[src/rtl/queue_arb_pkg.sv]
// queue_arb_pkg: shared encodings and helpers for the queue write arbiter.
package queue_arb_pkg;
  localparam logic [1:0] ST_IDLE  = 2'd0;
  localparam logic [1:0] ST_WRITE = 2'd1;
  localparam logic [1:0] ST_WAIT  = 2'd2;
  localparam int MAX_REQ = 8;
  function automatic int clog2(input int n);
    int r;
    r = 0;
    while ((1 << r) < n) r++;
    return r;
  endfunction
endpackage

[src/rtl/queue_write_arbiter_rr_pick.sv]
// rr_pick: combinational round-robin selector starting one past the last winner.
module rr_pick #(
  parameter int N  = 4,
  parameter int LW = 2
) (
  input  logic [N-1:0]  req,
  input  logic [LW-1:0] last,
  output logic          valid,
  output logic [LW-1:0] idx,
  output logic [N-1:0]  sel
);
  // Walk offsets from farthest to nearest so the nearest requester after last wins.
  always_comb begin
    valid = 1'b0;
    idx = last;
    sel = '0;
    for (int k = N; k >= 1; k--) begin
      if (req[LW'((int'(last) + k) % N)]) begin
        valid = 1'b1;
        idx = LW'((int'(last) + k) % N);
      end
    end
    sel[idx] = valid;
  end
endmodule

[src/rtl/queue_write_arbiter.sv]
// queue_write_arbiter: round-robin sharing of the queue write port with WRITE/WAIT pacing.
module queue_write_arbiter
  import queue_arb_pkg::*;
#(
  parameter int NUM_REQ    = 4,
  parameter int DATA_WIDTH = 4
) (
  input  logic                          clk,
  input  logic                          reset_n,
  input  logic [NUM_REQ-1:0]            req,
  input  logic [NUM_REQ*DATA_WIDTH-1:0] req_data,
  input  logic                          q_full,
  output logic [NUM_REQ-1:0]            gnt,
  output logic                          q_write_cmd,
  output logic [DATA_WIDTH-1:0]         q_write_data,
  output logic                          busy
);
  localparam int LW = clog2(NUM_REQ);
  logic [1:0] state;
  logic [LW-1:0] last;
  logic pick_valid;
  logic [LW-1:0] pick_idx;
  logic [NUM_REQ-1:0] pick_sel;
  logic [DATA_WIDTH-1:0] win_data;
  logic go;
  rr_pick #(.N(NUM_REQ), .LW(LW)) u_pick (
    .req(req),
    .last(last),
    .valid(pick_valid),
    .idx(pick_idx),
    .sel(pick_sel)
  );
  always_comb begin
    win_data = '0;
    for (int k = 0; k < NUM_REQ; k++)
      if (pick_sel[k]) win_data = req_data[k*DATA_WIDTH +: DATA_WIDTH];
  end
  assign go = pick_valid && !q_full;
  // WRITE always falls into WAIT so q_full can reflect the word just written.
  always_ff @(posedge clk or negedge reset_n) begin
    if (!reset_n) begin
      state <= ST_IDLE;
      last <= LW'(NUM_REQ - 1);
      gnt <= '0;
      q_write_cmd <= 1'b0;
      q_write_data <= '0;
      busy <= 1'b0;
    end else if (state == ST_WRITE) begin
      state <= ST_WAIT;
      gnt <= '0;
      q_write_cmd <= 1'b0;
      busy <= 1'b1;
    end else if (go) begin
      state <= ST_WRITE;
      last <= pick_idx;
      gnt <= pick_sel;
      q_write_cmd <= 1'b1;
      q_write_data <= win_data;
      busy <= 1'b1;
    end else begin
      state <= ST_IDLE;
      gnt <= '0;
      q_write_cmd <= 1'b0;
      busy <= 1'b0;
    end
  end
endmodule

[config.mk]
export PLATFORM = sky130hd
export DESIGN_NAME = queue_write_arbiter
export DESIGN_NICKNAME = d
export VERILOG_FILES = /design/src/rtl/queue_arb_pkg.sv /design/src/rtl/queue_write_arbiter_rr_pick.sv /design/src/rtl/queue_write_arbiter.sv
export SDC_FILE = /design/constraint.sdc
export NUM_CORES = 1
export LEC_CHECK = 0
export ABC_AREA = 1
export CORE_ASPECT_RATIO = 1.5
export CORE_MARGIN = 8
export CORE_UTILIZATION = 30
export CTS_BUF_LIST = sky130_fd_sc_hd__clkbuf_4 sky130_fd_sc_hd__clkbuf_8 sky130_fd_sc_hd__clkbuf_16
export DETAILED_ROUTE_END_ITERATION = 10
export PLACE_DENSITY = 0.69
export SYNTH_ARGS = -nofsm -noshare
export SYNTH_HDL_FRONTEND = slang
export SYNTH_SLANG_ARGS = --single-unit
[constraint.sdc]
create_clock -name clk -period 2.1 [get_ports clk]
set_input_delay 0.42 -clock clk [delete_from_list [all_inputs] [get_ports clk]]
set_output_delay 0.42 -clock clk [all_outputs]
set_load 0.01 [all_outputs]
==> flow_summary_export.csv <==
group,metric,value,unit
global_route,grt_pass1_vias,954,
logic_synthesis,synth_fp_nets,162,
power,p_per_area,1680,nW/um2
clocking,path_clk_slew,0.06,ns
sta,final_max_slew_viol_count,0,
worst_setup_path,cpMaxStageDelayCell,"dfstp_2",
sta,rsz0062_at_grt,"yes",
sta,maxSlewHeadroom,0.587,
placement,place_area,1370,um2
clocking,clk_latency,0.24,ns
worst_setup_path,cp-start-kind,"register",
die,start_util,0.309,
die,die_w,62.4,um
logic_synthesis,ys_seq_area_frac,0.339,
worst_setup_path,required,2.23,ns
global_route,antenna_found_initial,0,
logic_synthesis,syn_avg_cell_area,6.96,um2
layout,area_delta_synth_final,48.3,%
sta,finalCritPeriodShare,0.897,
power,p_leak,0.756,nW
logic_synthesis,synth_area,967,um2
clocking,cts_buffers,3,
logic_synthesis,yosysWarnings,0,
sta,max_freq,531,MHz
worst_setup_path,critPathArrivalTime,2.02,ns
global_route,grt_pass1_wl,4140,um
sta,setup_viol,0,
die,die-area,5330,um2
worst_setup_path,critPathMaxStageDelay,0.65,ns
worst_hold_path,hold_path.class,"register to register",
placement,gp_congestion,0.867,
die,io_pins,33,
sta,period_minus_slack,1.88,ns
worst_setup_path,worst-path-max-fanout,8,
die,die_h,85.5,um
clocking,tritoncts,"yes",
sta,worst_pin_slew,0.618,ns
placement,portBuffers,32,
route,routed_wl,2340,um
clocking,cts.sinks,13,
power,vdd_drop_max,0.000939,V
route,vias,925,
worst_setup_path,path_cells,"inv_8, nand2_2, nand2_1, nand2_1, nand2_2, inv_4, nand3b_4, buf_12, nand3_4, nand2_1, inv_1, nand2_1, nand2_1, nand2_1",
clocking,cts_htree_levels,1,
die,row_count,25,
route,drc,0,
route,antenna_left,0,
worst_setup_path,cp-end-kind,"register",
route,wl_per_cell,10.7,um
global_route,grt_util_all_layers,0.0916,
sta,hold_viol_final,0,
logic_synthesis,synth_cells,139,
sta,setup_ws,0.216,ns
global_route,grt_max_degree,14,
logic_synthesis,synth_cell_types,24,
placement,dp_hpwl,1970,um
outcome,status,"completed",
layout,drive_gt1_frac,0.239,
layout,diodes,0,
power,power.total,2.40,mW
worst_setup_path,crit_path_frequent_cell,"nand2_1",
layout,final_nets,204,
job,max_cap_viol_count,0,
sta,final.setup.tns,0,ns
route,first_iter_violations,24,
logic_synthesis,ys_seq_elements,13,
global_route,gr-total-overflow,0,
placement,dp_slack,-0.0304,ns
layout,design_area,1430,um2
route,routed_via_density,4.20,
clocking,cts_buffer_depth,2,
sta,skew,0.00451,ns
die,core-area,3130,um2
worst_setup_path,critPathKind,"register to register",
clocking,root_buffer,"clkbuf_8",
route,drt_pass1_iterations,4,
==> repair_timing <==
item                       4_1_cts  5_1_grt
buffers inserted                 0        1
hold endpoints to repair         0        0
setup endpoints to repair        0        3
hold buffers                     0        0
resized for setup                0        2
==> cell usage after synthesis <==
master | count | area, um2
a21oi_2 | 1 | 8.76
and2_1 | 1 | 6.26
buf_6 | 2 | 22.5
dfrtp_1 | 11 | 275
dfstp_2 | 2 | 52.6
inv_1 | 20 | 75.1
inv_2 | 3 | 11.3
inv_4 | 3 | 18.8
inv_8 | 1 | 11.3
nand2_1 | 41 | 154
nand2_2 | 11 | 68.8
nand2_4 | 2 | 22.5
nand3_1 | 3 | 15.0
nand3_2 | 2 | 20.0
nand3_4 | 1 | 17.5
nand3b_4 | 1 | 20.0
nand4_1 | 4 | 25.0
nand4_2 | 1 | 12.5
nor2_1 | 23 | 86.3
nor2_4 | 1 | 11.3
nor3_1 | 1 | 5.00
nor4_2 | 1 | 12.5
o21ai_0 | 2 | 10.0
o21ai_1 | 1 | 5.00
==> layer usage <==
metal / global-route usage / up-vias / wire, um
met3: 0.0300 / 0 / 138
met2: 0.170 / 19 / 1250
met1: 0.100 / 409 / 957
li1: - / 497 / -
met5: 0 / - / 0
met4: 0.0125 / 0 / 0
==> final timing paths <==
path	from	end	slack (ns)	cells past startpoint
max	last[0]	q_write_data[0]	0.22	14
min	state[1]	state[1]	0.43	1
max reg2reg	last[0]	q_write_data[0]	0.22	14
min reg2reg	state[1]	state[1]	0.43	1
max in group asynchronous	reset_n	busy	1.13	1
min in group asynchronous	reset_n	q_write_data[2]	0.57	1
==> final cells by class <==
| type | count | area (um2) |
|---|---|---|
| clock buffer | 4 | 48.8 |
| multi-input combinational | 97 | 505 |
| timing repair buffer | 39 | 385 |
| inverter | 27 | 116 |
| fill | 329 | 1690 |
| tap | 40 | 50.0 |
| sequential | 13 | 328 |
==> registers in the layout (all words and copies together), names as in the netlist <==
| register | flops |
|---|---|
| busy | 1 |
| gnt | 4 |
| last | 2 |
| q_write_data | 4 |
| state | 2 |
==> stage by stage <==
step	instances	utilization	hold slack [ns]
after floorplan	139	-	0.124
after global placement	215	0.439	0.400
after detailed placement	215	0.439	0.430
after CTS	219	0.454	0.438
after global routing	220	0.458	0.457
final	220	0.458	0.427
==> placed cells by master, fill, tap and decap left out, types with 2 or more instances in the layout <==
cell type | netlist | layout
dfrtp_1 | 11 | 11
nand3_2 | 2 | 2
dfstp_2 | 2 | 2
nand3_1 | 3 | 3
nor2_1 | 23 | 21
nand2_4 | 2 | 2
inv_1 | 20 | 20
nand2_1 | 41 | 41
inv_2 | 3 | 3
nand2_2 | 11 | 11
clkdlybuf4s50_1 | 0 | 32
nand4_1 | 4 | 4
inv_4 | 3 | 3
buf_4 | 0 | 6
nor2_2 | 0 | 2
clkbuf_8 | 0 | 3
o21ai_0 | 2 | 2
==> power by group <==
part           internal [mW]  switching (mW)
logic                  0.731           0.974
registers              0.378          0.0834
clock network          0.147          0.0895
==> critical path: cells and delay by family (launching register included) <==
kind | cells | cell delay (ns)
flip-flops | 1 | 0.65
AND/OR/NAND/NOR | 10 | 0.77
buffers and inverters | 4 | 0.35
==> kinds of logic (layout without fill, tap and decap cells) <==
group,after synthesis,after routing,synth area share
AND/OR/NAND/NOR,93,93,0.493
buffers and inverters,29,70,0.144
flip-flops,13,13,0.339
AO/OA/AOI/OAI,4,4,0.0246
Note: power is estimated with default switching activity, not from simulation.
